--- src/rtl/rom_region_loader.sv ---
// rom_region_loader: filters the ioctl download stream by index, decodes each
// accepted write into one of NUM_REGIONS ROM regions and emits a registered
// one-hot write strobe with a region-local address. Tracks per-region fill,
// total accepted bytes, completion and decode errors.
// Optional feature: define ROM_LOADER_CHECKSUM_EN to add region_sum, a
// per-region modulo-256 sum of accepted bytes.
module rom_region_loader #(
    parameter int                            NUM_REGIONS = 16,
    parameter int                            ADDR_W      = 25,
    parameter int                            REGION_AW   = 16,
    parameter logic [7:0]                    INDEX       = 8'd0,
    parameter logic [NUM_REGIONS*ADDR_W-1:0] REGION_BASE = '0,
    parameter logic [NUM_REGIONS*5-1:0]      REGION_LOG2 = '0
) (
    input  logic                   clk_49m,
    input  logic                   reset,
    input  logic                   ioctl_download,
    input  logic [7:0]             ioctl_index,
    input  logic [ADDR_W-1:0]      ioctl_addr,
    input  logic [7:0]             ioctl_data,
    input  logic                   ioctl_wr,
    output logic [NUM_REGIONS-1:0] rom_we,
    output logic [REGION_AW-1:0]   rom_addr,
    output logic [7:0]             rom_data,
    output logic [NUM_REGIONS-1:0] region_full,
    output logic                   load_busy,
    output logic                   load_done,
    output logic                   load_error,
    output logic [ADDR_W-1:0]      byte_count
`ifdef ROM_LOADER_CHECKSUM_EN
    ,
    output logic [NUM_REGIONS*8-1:0] region_sum
`endif
);

    typedef enum logic [1:0] {S_IDLE, S_LOAD, S_DONE} state_t;

    state_t                 state_q;
    logic                   arm_q;      // download was seen low since reset / last start
    logic [NUM_REGIONS-1:0] rom_we_q;
    logic [REGION_AW-1:0]   rom_addr_q;
    logic [7:0]             rom_data_q;
    logic                   busy_q;
    logic                   done_q;
    logic                   err_q;
    logic [ADDR_W-1:0]      bcnt_q;

    logic                   enter;
    logic                   wr_acc;
    logic [NUM_REGIONS-1:0] hit;
    logic [NUM_REGIONS-1:0][REGION_AW-1:0] off;
    logic [NUM_REGIONS-1:0] sel;
    logic [REGION_AW-1:0]   sel_off;
    logic                   found;

    // A download starts only on a fresh rise of ioctl_download with our index.
    assign enter  = (state_q == S_IDLE) && ioctl_download && arm_q && (ioctl_index == INDEX);
    assign wr_acc = (state_q == S_LOAD) && ioctl_wr;

    genvar gi;
    generate
        for (gi = 0; gi < NUM_REGIONS; gi++) begin : g_region
            localparam logic [ADDR_W:0]    LO   = {1'b0, REGION_BASE[gi*ADDR_W +: ADDR_W]};
            localparam logic [ADDR_W:0]    HI   = LO + ((ADDR_W+1)'(1) << REGION_LOG2[gi*5 +: 5]);
            localparam logic [REGION_AW:0] SIZE = (REGION_AW+1)'(1) << REGION_LOG2[gi*5 +: 5];

            logic [ADDR_W:0]    a_ext;
            logic [REGION_AW:0] cnt_q;

            assign a_ext     = {1'b0, ioctl_addr};
            assign hit[gi]   = (a_ext >= LO) && (a_ext < HI);
            // Offset fits in REGION_AW bits whenever the region hits.
            assign off[gi]   = ioctl_addr[REGION_AW-1:0] - LO[REGION_AW-1:0];
            assign region_full[gi] = (cnt_q == SIZE);

            // Per-region write counter, saturating at the region size.
            always_ff @(posedge clk_49m) begin
                if (!reset)
                    cnt_q <= '0;
                else if (enter)
                    cnt_q <= '0;
                else if (wr_acc && sel[gi] && cnt_q != SIZE)
                    cnt_q <= cnt_q + (REGION_AW+1)'(1);
            end

`ifdef ROM_LOADER_CHECKSUM_EN
            logic [7:0] sum_q;
            // Byte sum trails the write strobe by one cycle.
            always_ff @(posedge clk_49m) begin
                if (!reset)
                    sum_q <= '0;
                else if (enter)
                    sum_q <= '0;
                else if (rom_we_q[gi])
                    sum_q <= sum_q + rom_data_q;
            end
            assign region_sum[gi*8 +: 8] = sum_q;
`endif
        end
    endgenerate

    // Lowest-index hit wins so overlapping regions still give a one-hot strobe.
    always_comb begin
        sel     = '0;
        sel_off = '0;
        found   = 1'b0;
        for (int i = 0; i < NUM_REGIONS; i++) begin
            if (hit[i] && !found) begin
                sel[i]  = 1'b1;
                sel_off = off[i];
                found   = 1'b1;
            end
        end
    end

    // Load FSM with registered strobe, status and byte counter.
    always_ff @(posedge clk_49m) begin
        if (!reset) begin
            state_q    <= S_IDLE;
            arm_q      <= 1'b0;
            rom_we_q   <= '0;
            rom_addr_q <= '0;
            rom_data_q <= '0;
            busy_q     <= 1'b0;
            done_q     <= 1'b0;
            err_q      <= 1'b0;
            bcnt_q     <= '0;
        end else begin
            rom_we_q <= '0;
            done_q   <= 1'b0;
            if (!ioctl_download)
                arm_q <= 1'b1;
            else if (state_q == S_IDLE)
                arm_q <= 1'b0;
            case (state_q)
                S_IDLE: begin
                    if (enter) begin
                        state_q <= S_LOAD;
                        busy_q  <= 1'b1;
                        err_q   <= 1'b0;
                        bcnt_q  <= '0;
                    end
                end
                S_LOAD: begin
                    if (ioctl_wr) begin
                        if (found) begin
                            rom_we_q   <= sel;
                            rom_addr_q <= sel_off;
                            rom_data_q <= ioctl_data;
                            if (bcnt_q != '1)
                                bcnt_q <= bcnt_q + ADDR_W'(1);
                        end else begin
                            err_q <= 1'b1;
                        end
                    end
                    if (!ioctl_download) begin
                        state_q <= S_DONE;
                        busy_q  <= 1'b0;
                        done_q  <= 1'b1;
                    end
                end
                S_DONE:  state_q <= S_IDLE;
                default: state_q <= S_IDLE;
            endcase
        end
    end

    assign rom_we     = rom_we_q;
    assign rom_addr   = rom_addr_q;
    assign rom_data   = rom_data_q;
    assign load_busy  = busy_q;
    assign load_done  = done_q;
    assign load_error = err_q;
    assign byte_count = bcnt_q;

endmodule

--- config.mk ---
export PLATFORM = sky130hd
export DESIGN_NAME = rom_region_loader
export DESIGN_NICKNAME = d
export VERILOG_FILES = /design/src/rtl/rom_region_loader.sv
export SDC_FILE = /design/constraint.sdc
export NUM_CORES = 1
export LEC_CHECK = 0
export BUFFER_PORTS_ARGS = -buffer_cell sky130_fd_sc_hd__buf_2
export CAP_MARGIN = 20
export CORE_MARGIN = 2
export CORE_UTILIZATION = 45
export CTS_CLUSTER_DIAMETER = 30
export DETAILED_ROUTE_END_ITERATION = 8
export PLACE_DENSITY = 0.86
export RECOVER_POWER = 100
export SYNTH_ARGS = -nofsm -noshare
export SYNTH_HDL_FRONTEND = slang
export SYNTH_SLANG_ARGS = --single-unit
export TNS_END_PERCENT = 50
--- constraint.sdc ---
create_clock -name clk_49m -period 1.8 [get_ports clk_49m]
set_clock_uncertainty 0.2 [all_clocks]
set_input_delay 0 -clock clk_49m [delete_from_list [all_inputs] [get_ports clk_49m]]
set_output_delay 0 -clock clk_49m [all_outputs]
set_load 0.05 [all_outputs]
[After elaboration in Yosys (flattened, before gate mapping)]
Cells that the tools add are included.
Operators by class
  add/subtract/negate cells: 17
  multipliers: 0
  divide/modulo/power cells: 0
  $lt $le $gt $ge: 2
  eq/ne operators: 41
  shifts and indexed selects: 0
  mux-type cells: 65
  bitwise logic cells: 1
  reductions and logical operators: 78
Operators with widths (number)
  17-bit by 1-bit adder with 17-bit output (second input constant): 16
  17-bit by 1-bit == test with 1-bit output (second input constant): 16
  17-bit by 1-bit != test with 1-bit output (second input constant): 16
  16-bit two-way mux: 16
  25-bit two-way mux: 4
  1-bit logical AND: 52
  25-bit case mux with 2 select lines: 1
  1-bit two-way mux: 39
  25-bit by 1-bit adder with 25-bit output (second input constant): 1
  25-bit by 1-bit >= comparator with 1-bit output (second input constant): 1
  25-bit by 1-bit less-than comparator with 1-bit output (second input constant): 1
  25-bit != test (second input constant): 1
  1-bit logical NOT: 15
  2-bit != test (second input constant): 5
  8-bit logical NOT: 1
  4-bit AND reduction: 2
  3-bit AND reduction: 2
  5-bit AND reduction: 1
  2-bit two-way mux: 2
  2-bit by 1-bit != test with 1-bit output (second input constant): 2
  1-bit case mux with 2 select lines: 2
  2-bit case mux with 2 select lines: 1
  2-bit AND reduction: 2
  2-bit by 1-bit == test with 1-bit output (second input constant): 1
  other kinds (4): 4
Word-level totals
  register bits: 343
  latch bits: 0
  memory bits (writable): 0
  ROM bits: 0
  input bits: 45
  output and inout bits: 84
  word-level logic and storage cells: 229
  memories: 0

[Logic depth before layout (Yosys ltp)]
Gate-level depths: netlist of run 1.
  depth in word-level cells: 51
  depth in mapped cells: 8
  mapped depth without buffers: 7

[Worst setup path after synthesis of run 1]
OpenSTA, ideal clock, no wires.
  kind: register -> register
  start point: register bcnt_q[0], in the netlist byte_count[0]
  end point: register bcnt_q[9], in the netlist byte_count[9]
  setup time: 0.070 ns
  arrival: 2.152 ns
  required time: 1.530 ns
  path slack: -0.622 ns
  stages on the path, launching flop included: 9
  path through: dfxtp_1 -> ha_1 -> nand2_1 -> nor4_1 -> and2_1 -> buf_2 -> buf_4 -> o31ai_1 -> a21oi_1
On the way
  cells in the longest elaborated chain, start to end: 5
Ends and longest elaborated chain
  start, declared: RTL line 46  | logic [ADDR_W-1:0] bcnt_q;
  start signal, assigned: RTL line 151  | bcnt_q <= bcnt_q + ADDR_W'(1);
  25-bit by 1-bit adder with 25-bit output: RTL line 151
  25-bit two-way mux: RTL line 150  | if (bcnt_q != '1)
  25-bit two-way mux: RTL line 146  | if (found) begin
  25-bit two-way mux: RTL line 145  | if (ioctl_wr) begin
  25-bit case mux with 2 select lines: RTL line 135  | case (state_q)
Several ways; a longest one is shown, not always the timed one. The select of a mux whose other input is x is not followed.
A chain may end at the register's enable or synchronous reset.

[Worst setup path after layout of run 1]
  start point: register state_q[0]
  end point: register bcnt_q[23], in the netlist byte_count[23]
On the way
  cells in the longest elaborated chain, start to end: 6
Ends and longest elaborated chain
  start, declared: RTL line 38  | state_t state_q;
  start signal, assigned: RTL line 119  | state_q <= S_IDLE;
  start signal, assigned: RTL line 138  | state_q <= S_LOAD;
  start signal, assigned: RTL line 157  | state_q <= S_DONE;
  2-bit logical NOT: RTL line 57, 135
  1-bit logical AND (3 in series): RTL line 57  | assign enter = (state_q == S_IDLE) && ioctl_download && arm_q && (ioctl_index == INDEX);
  2-bit != test (no line)
  5-bit AND reduction (no line)
Several ways; a longest one is shown, not always the timed one.

==> results of run 1 <==
## path summary, 6_finish.rpt
path | startpoint | slack [ns] | cells past startpoint | endpoint
max | state_q[0] | -0.45 | 6 | byte_count[23]
min | ioctl_addr[15] | 0.04 | 7 | byte_count[0]
max reg2reg | state_q[0] | -0.45 | 6 | byte_count[23]
min reg2reg | load_error | 0.25 | 2 | load_error
## logic make-up (layout without fill, tap and decap cells)
logic type / Yosys count / in the layout / synth area share, %
fa+ha+maj: 3 / 3 / 1.061
buf+inv: 58 / 245 / 10.15
mux: 1 / 1 / 0.2829
other cells: 1 / 30 / 0.1060
xor+xnor: 6 / 6 / 1.485
flops: 73 / 73 / 41.30
compound gates: 84 / 84 / 14.64
simple gates: 187 / 187 / 30.98
## per-stage QoR
| stage | worst slack [ns] | instances | setup TNS, ns | area, um^2 | hold slack (ns) |
|---|---|---|---|---|---|
| global route | -0.4264 | 731 | -15.61 | 5640 | 0.07290 |
| CTS | -0.2433 | 719 | -5.451 | 5438 | -0.1196 |
| finish | -0.4503 | 731 | -13.26 | 5640 | 0.04077 |
| floorplan | -0.1558 | 442 | -3.591 | 3784 | -0.1282 |
| detailed placement | -0.3227 | 685 | -9.363 | 4772 | 0.05339 |
| global placement | -0.2101 | 685 | -4.940 | 4772 | 0.04572 |
## power groups by stage
| stage | Combinational [mW] | Clock [mW] | Sequential, mW |
|---|---|---|---|
| after floorplan | 0.219 | 0 | 1.63 |
| after global placement | 0.243 | 0 | 1.63 |
| after detailed placement | 0.247 | 0 | 1.63 |
| after CTS | 0.268 | 1.45 | 1.59 |
| after global routing | 0.306 | 1.57 | 1.59 |
| final | 0.294 | 1.49 | 1.59 |
## repair_timing
action,in CTS,in global routing
setup buffers,5,12
hold buffers,12,0
gates resized for setup,56,36
pin swaps,18,24
setup endpoints to repair,49,68
cloned,1,0
hold endpoints to repair,42,0
## per-layer routing
layer  vias up  share of wire, %
li1       1910                 -
met1      2044                34
met2       306                50
met3       132               8.3
met4         0               8.4
met5         -                 0
## flip-flops by register name, summed over array words and instances, names as in the netlist
name            flops
arm_q               1
byte_count         25
g_region.cnt_q     17
load_busy           1
load_done           1
load_error          1
rom_addr           16
rom_data            8
rom_we              1
state_q             2
## worst register-to-register path: stages, from the launching register on
cell      delay [ns]
dfxtp_2         0.36
nor4b_4         0.31
nand3_1         0.21
a21boi_4        0.24
buf_12          0.17
or4_1           0.56
a21oi_2         0.14
## synth_stat cells (all sizes together) (13+ instances only)
library cell,number,area [um^2]
nand3,17,85.08
or4,18,135.1
nor4,19,146.4
nand2,41,153.9
dfxtp,73,1461
nor2,15,56.30
o21ai,15,75.07
and3,18,112.6
or3,13,81.33
a21oi,37,185.2
o31ai,15,112.6
nand4,19,118.9
buf,39,287.8
## final cells by class
type / count / area share (%)
tap: 102 / 2.263
multi-input combinational: 311 / 39.09
clock inverter: 6 / 1.353
clock buffer: 10 / 2.640
timing repair buffer: 220 / 26.66
inverter: 9 / 0.5989
sequential: 73 / 27.40
==> metrics, run 1 <==
worst hold-check path type=input port to register; peak fanout along the critical path=21; number of flops mapped to enable cells by yosys=0; drc violations=0; maximum number of pins on one net before global-route repair=25; power density over cell area=597.7 mW/mm^2; final number of hold-violating endpoints=0; failing checks=negative setup slack; number of antenna violations at the first check in global routing=0; cells after synthesis=413; wire length of the first global-routing pass=19.71 mm; GRT busiest layer=met2; starting density of the core=46.03%; leakage dissipation=2.368 nW; Total Routed Length=14.35 mm; vias in the first global route=4196; last weighted congestion value of the routability-driven placer=0.8375; final critical delay including setup and external delays=2.250 ns; Max Clock Freq=444.4 MHz; final setup violating endpoints=69; detailed placer's ending HPWL=7.585 mm; H-tree depth=3; row count=32; setup slack of the critical path after layout=-0.4503 ns; sequential share of power=47.1%; unique cell type count in the Yosys netlist=47; total of buffers placed on input and output ports=98; # diodes=0; Clock Tree Buf Depth=2; max_slew headroom=58.47%; most common cell after layout, fill and taps aside=buf_4; internal power of the cells=2.418 mW; GRT met1 Usage=31.09%; fraction of final layout cells with drive strength greater than 1=49.60%; cell class contributing the biggest share of worst-path delay=simple AND/OR/NAND/NOR gates; fraction of met3 tracks used by global routing=6.753%; Core Region=0.007687 mm^2; kind of end point of the critical path=register; count of warnings emitted by yosys=0; arrival time reported for the critical path endpoint=2.35 ns; layout filler cell count=520; max cap viols=0; Layout Nets=672; Vias=4392; net switching share of the total power=28.29%; Tot Pwr=3.372 mW; Clk pwr share=44.2%; largest vdd supply drop=0.0005802 V; multi-input combinational cell area=0.002205 mm^2; mean area per synthesized cell=8.568 um^2; final slew viol count=0; netlist area before placement=0.003538 mm^2; most used flip-flop cell after synthesis=dfxtp_1; Iter 0 DRT Violations=338; CP Buf/Inv Count=1; first-pass iteration count of the detailed router=6; register area=0.001545 mm^2; floorplan die width=92.68 um; proportion of synthesized flip-flops having asynchronous set or reset=0%; Die H=92.68 um; met2 track demand over resource in global routing=51.58%; Sw Pwr=0.9540 mW; total overflow reported by the global router=0; class of the most critical setup path=register to register; Required @ worst endpoint=1.90 ns; fraction of the cycle the final worst path needs=125.0%; category of the worst setup path launch point=register; worst-path cell with the longest stage delay=or4_1; Synth-to-Final Area Change=59.41%; clock-pin slew of the registers on the worst-case setup and hold paths=0.09 ns; Root Buffer Master=clkbuf_8; mean number of vias per cell=6.008; clock sink count=73; number of antenna-violating nets in the routed design=0; worst-skew pair later-pin latency=0.37 ns; Die Footprint=0.008589 mm^2; clock tree from TritonCTS=done; Tightest Pin Transition=0.6173 ns; run status=finished with violations; setup repair after global routing missed its margin=yes; final core occ=73.37%; sequential area share after synthesis=41.30%; cts bufs inserted=9; relative contribution of combinational cells to total power=8.7%; Routed wire per std cell=19.63 um; ports placed on the boundary=129; commonest non-fill, non-tap cells in the layout=99 x buf_4, 83 x buf_2, 42 x dfxtp_1; Crit path largest cell delay=0.55 ns; Cell Chain, Critical Path=nor4b_4, nand3_1, a21boi_4, buf_12, or4_1, a21oi_2; Total GRT Usage=28.81%; Seq cells post-synth=73
(Power assumes the default switching activity.)
==> run 2, diff against run 1 <==
--- a/config.mk
+++ b/config.mk
@@ -13,6 +13,7 @@
 export DETAILED_ROUTE_END_ITERATION = 8
 export PLACE_DENSITY = 0.86
 export RECOVER_POWER = 100
+export SKIP_LAST_GASP = 1
 export SYNTH_ARGS = -nofsm -noshare
 export SYNTH_HDL_FRONTEND = slang
 export SYNTH_SLANG_ARGS = --single-unit
==> run 2 against run 1 <==
Net effect: first-iteration DRC count increased by 28%; largest cell class unchanged; global-route usage decreased by 1.3 points; sequential share of layout area increased by 0.57 points; the flow finishes with violations (negative hold slack, negative setup slack); worst setup slack improved by 0.065 ns; clock-buffer cell count unchanged; core utilization decreased by 1.7 points; via count decreased by 2.3%.
==> metrics, run 2 (same netlist as run 1, synthesis figures left out) <==
maximum number of pins on one net before global-route repair=25 (unchanged); final setup violating endpoints=69 (unchanged); final critical delay including setup and external delays=2.185 ns (-0.06509 ns); count of hold buffers inserted by post-cts repair=12 (unchanged); # diodes=0 (unchanged); first-pass iteration count of the detailed router=5 (-1); Tightest Pin Transition=0.7795 ns (+0.1622 ns); CP Buf/Inv Count=1 (unchanged); class of the most critical setup path=register to register; power density over cell area=604.8 mW/mm^2 (+1.2%); mean number of vias per cell=5.917 (-1.5%); Required @ worst endpoint=1.88 ns (-0.02 ns); total overflow reported by the global router=0 (unchanged); final slew viol count=0 (unchanged); clock tree from TritonCTS=done; worst-path cell with the longest stage delay=or4_1; Total GRT Usage=27.46% (-1.3 points); setup slack of the critical path after layout=-0.3853 ns (+0.06509 ns); Die H=92.68 um (unchanged); Max Clock Freq=457.6 MHz (+3.0%); Die Footprint=0.008589 mm^2 (unchanged); worst-skew pair later-pin latency=0.36 ns (about the same); Layout Nets=666 (-0.89%); largest vdd supply drop=0.0006246 V (+7.7%); drc violations=0 (unchanged); starting density of the core=46.03% (unchanged); Cell Chain, Critical Path=nor4b_4, nand3_1, a21boi_4, buf_12, or4_1, a21oi_1; Tot Pwr=3.334 mW (-1.1%); commonest non-fill, non-tap cells in the layout=94 x buf_4, 54 x clkbuf_1, 45 x dfxtp_1; Clock Tree Buf Depth=2 (unchanged); Iter 0 DRT Violations=432 (+28%); cts bufs inserted=9 (unchanged); number of antenna violations at the first check in global routing=0 (unchanged); detailed placer's ending HPWL=7.585 mm (unchanged); clock sink count=73 (unchanged); number of antenna-violating nets in the routed design=0 (unchanged); leakage dissipation=2.200 nW (-7.1%); startpoint of the most critical setup path=state_q[0]; final hold slack=-0.09376 ns (-0.1345 ns); cell class contributing the biggest share of worst-path delay=simple AND/OR/NAND/NOR gates; Core Region=0.007687 mm^2 (unchanged); net switching share of the total power=27.62% (-0.67 points); Sw Pwr=0.9208 mW (-3.5%); relative contribution of combinational cells to total power=8.4% (-0.3 points); fraction of the cycle the final worst path needs=121.4% (-3.6 points); category of the worst setup path launch point=register; most common cell after layout, fill and taps aside=buf_4; final sum of negative setup slack=-16.60 ns (-3.335 ns); setup repair after global routing missed its margin=yes; failing checks=negative hold slack, negative setup slack; row count=32 (unchanged); layout filler cell count=548 (+5.4%); total of buffers placed on input and output ports=98 (unchanged); sequential share of power=47.6% (+0.5 points); wire length of the first global-routing pass=18.87 mm (-4.2%); floorplan die width=92.68 um (unchanged); internal power of the cells=2.413 mW (-0.18%); peak fanout along the critical path=21 (unchanged); clock-pin slew of the registers on the worst-case setup and hold paths=0.09 ns (about the same); Clk pwr share=44.0% (-0.2 points); startpoint of the worst register-to-register path=state_q[0]; Routed wire per std cell=17.97 um (-8.5%); final number of hold-violating endpoints=2 (+2); max_slew headroom=48.03% (-10 points); ports placed on the boundary=129 (unchanged); last weighted congestion value of the routability-driven placer=0.8375 (unchanged); Crit path largest cell delay=0.52 ns (-0.03 ns); register area=0.001541 mm^2 (-0.24%); fraction of final layout cells with drive strength greater than 1=41.25% (-8.4 points); max cap viols=0 (unchanged); Synth-to-Final Area Change=55.80%; origin of the worst min-delay path=ioctl_index[7]; run status=finished with violations; vias in the first global route=4014 (-4.3%); kind of end point of the critical path=register; H-tree depth=3 (unchanged); Largest register FFs=25 (unchanged); Vias=4290 (-2.3%); worst hold-check path type=input port to register; Root Buffer Master=clkbuf_8; multi-input combinational cell area=0.002186 mm^2 (-0.85%); Total Routed Length=13.03 mm (-9.2%); arrival time reported for the critical path endpoint=2.27 ns (-0.08 ns)
run 2: cell types whose count changed in the layout (fill, tap and decap cells not counted), moves of 3 or more:
cell | previous run | this run
dfxtp_1 | 42 | 45
buf_4 | 99 | 94
nand2_2 | 5 | 2
clkbuf_1 | 14 | 54
nand2_1 | 35 | 39
buf_2 | 83 | 44
dfxtp_2 | 13 | 10
run 2: metal layers:
metal	part of all wire, %	vias up	track usage, %	routed length, um
met5	0	-	0	0
met4	5.2	0	11.52	679
met3	7.8	76	5.940	1014
met2	51	257	49.45	6677
met1	36	2079	31.33	4655
li1	-	1878	-	-
run 2: path summary, 6_finish.rpt:
path	endpoint	slack, ns	cells past startpoint
min	load_busy	-0.09	5
max	byte_count[4]	-0.39	6
min reg2reg	load_error	0.26	2
max reg2reg	byte_count[4]	-0.39	6
run 2: through the flow:
| stage | setup slack [ns] | utilization [%] | cells | area (um^2) | hold WS, ns |
|---|---|---|---|---|---|
| after floorplan | -0.1558 | - | 442 | 3784 | -0.1282 |
| after global placement | -0.2101 | 62.08 | 685 | 4772 | 0.04572 |
| after detailed placement | -0.3227 | 62.08 | 685 | 4772 | 0.05339 |
| after CTS | -0.2433 | 69.86 | 719 | 5370 | -0.1262 |
| after global routing | -0.3810 | 71.71 | 725 | 5513 | -0.09736 |
| final | -0.3853 | 71.71 | 725 | 5513 | -0.09376 |
run 2: timing repair:
| item | CTS | global route |
|---|---|---|
| setup endpoints to repair | 49 | 68 |
| buffers inserted | 5 | 6 |
| resized for setup | 41 | 39 |
| hold endpoints to repair | 35 | 2 |
| pin swaps | 11 | 21 |
| gates cloned | 1 | 0 |
run 2: power by group through the flow:
stage               clock (mW)  sequential, mW  combinational (mW)
detailed placement           0            1.63               0.247
finish                    1.47            1.59               0.279
floorplan                    0            1.63               0.219
CTS                       1.45            1.59               0.267
global placement             0            1.63               0.243
global route              1.55            1.59               0.292
run 2: worst register-to-register path, stage by stage (launching register included):
cell,delay [ns]
dfxtp_2,0.37
nor4b_4,0.34
nand3_1,0.17
a21boi_4,0.20
buf_12,0.17
or4_1,0.52
a21oi_1,0.15
run 2: cell type report:
type	count	area share [%]
sequential	73	27.96
tap	102	2.315
timing repair buffer	214	25.37
clock buffer	10	2.701
multi-input combinational	311	39.65
clock inverter	6	1.384
inverter	9	0.6128
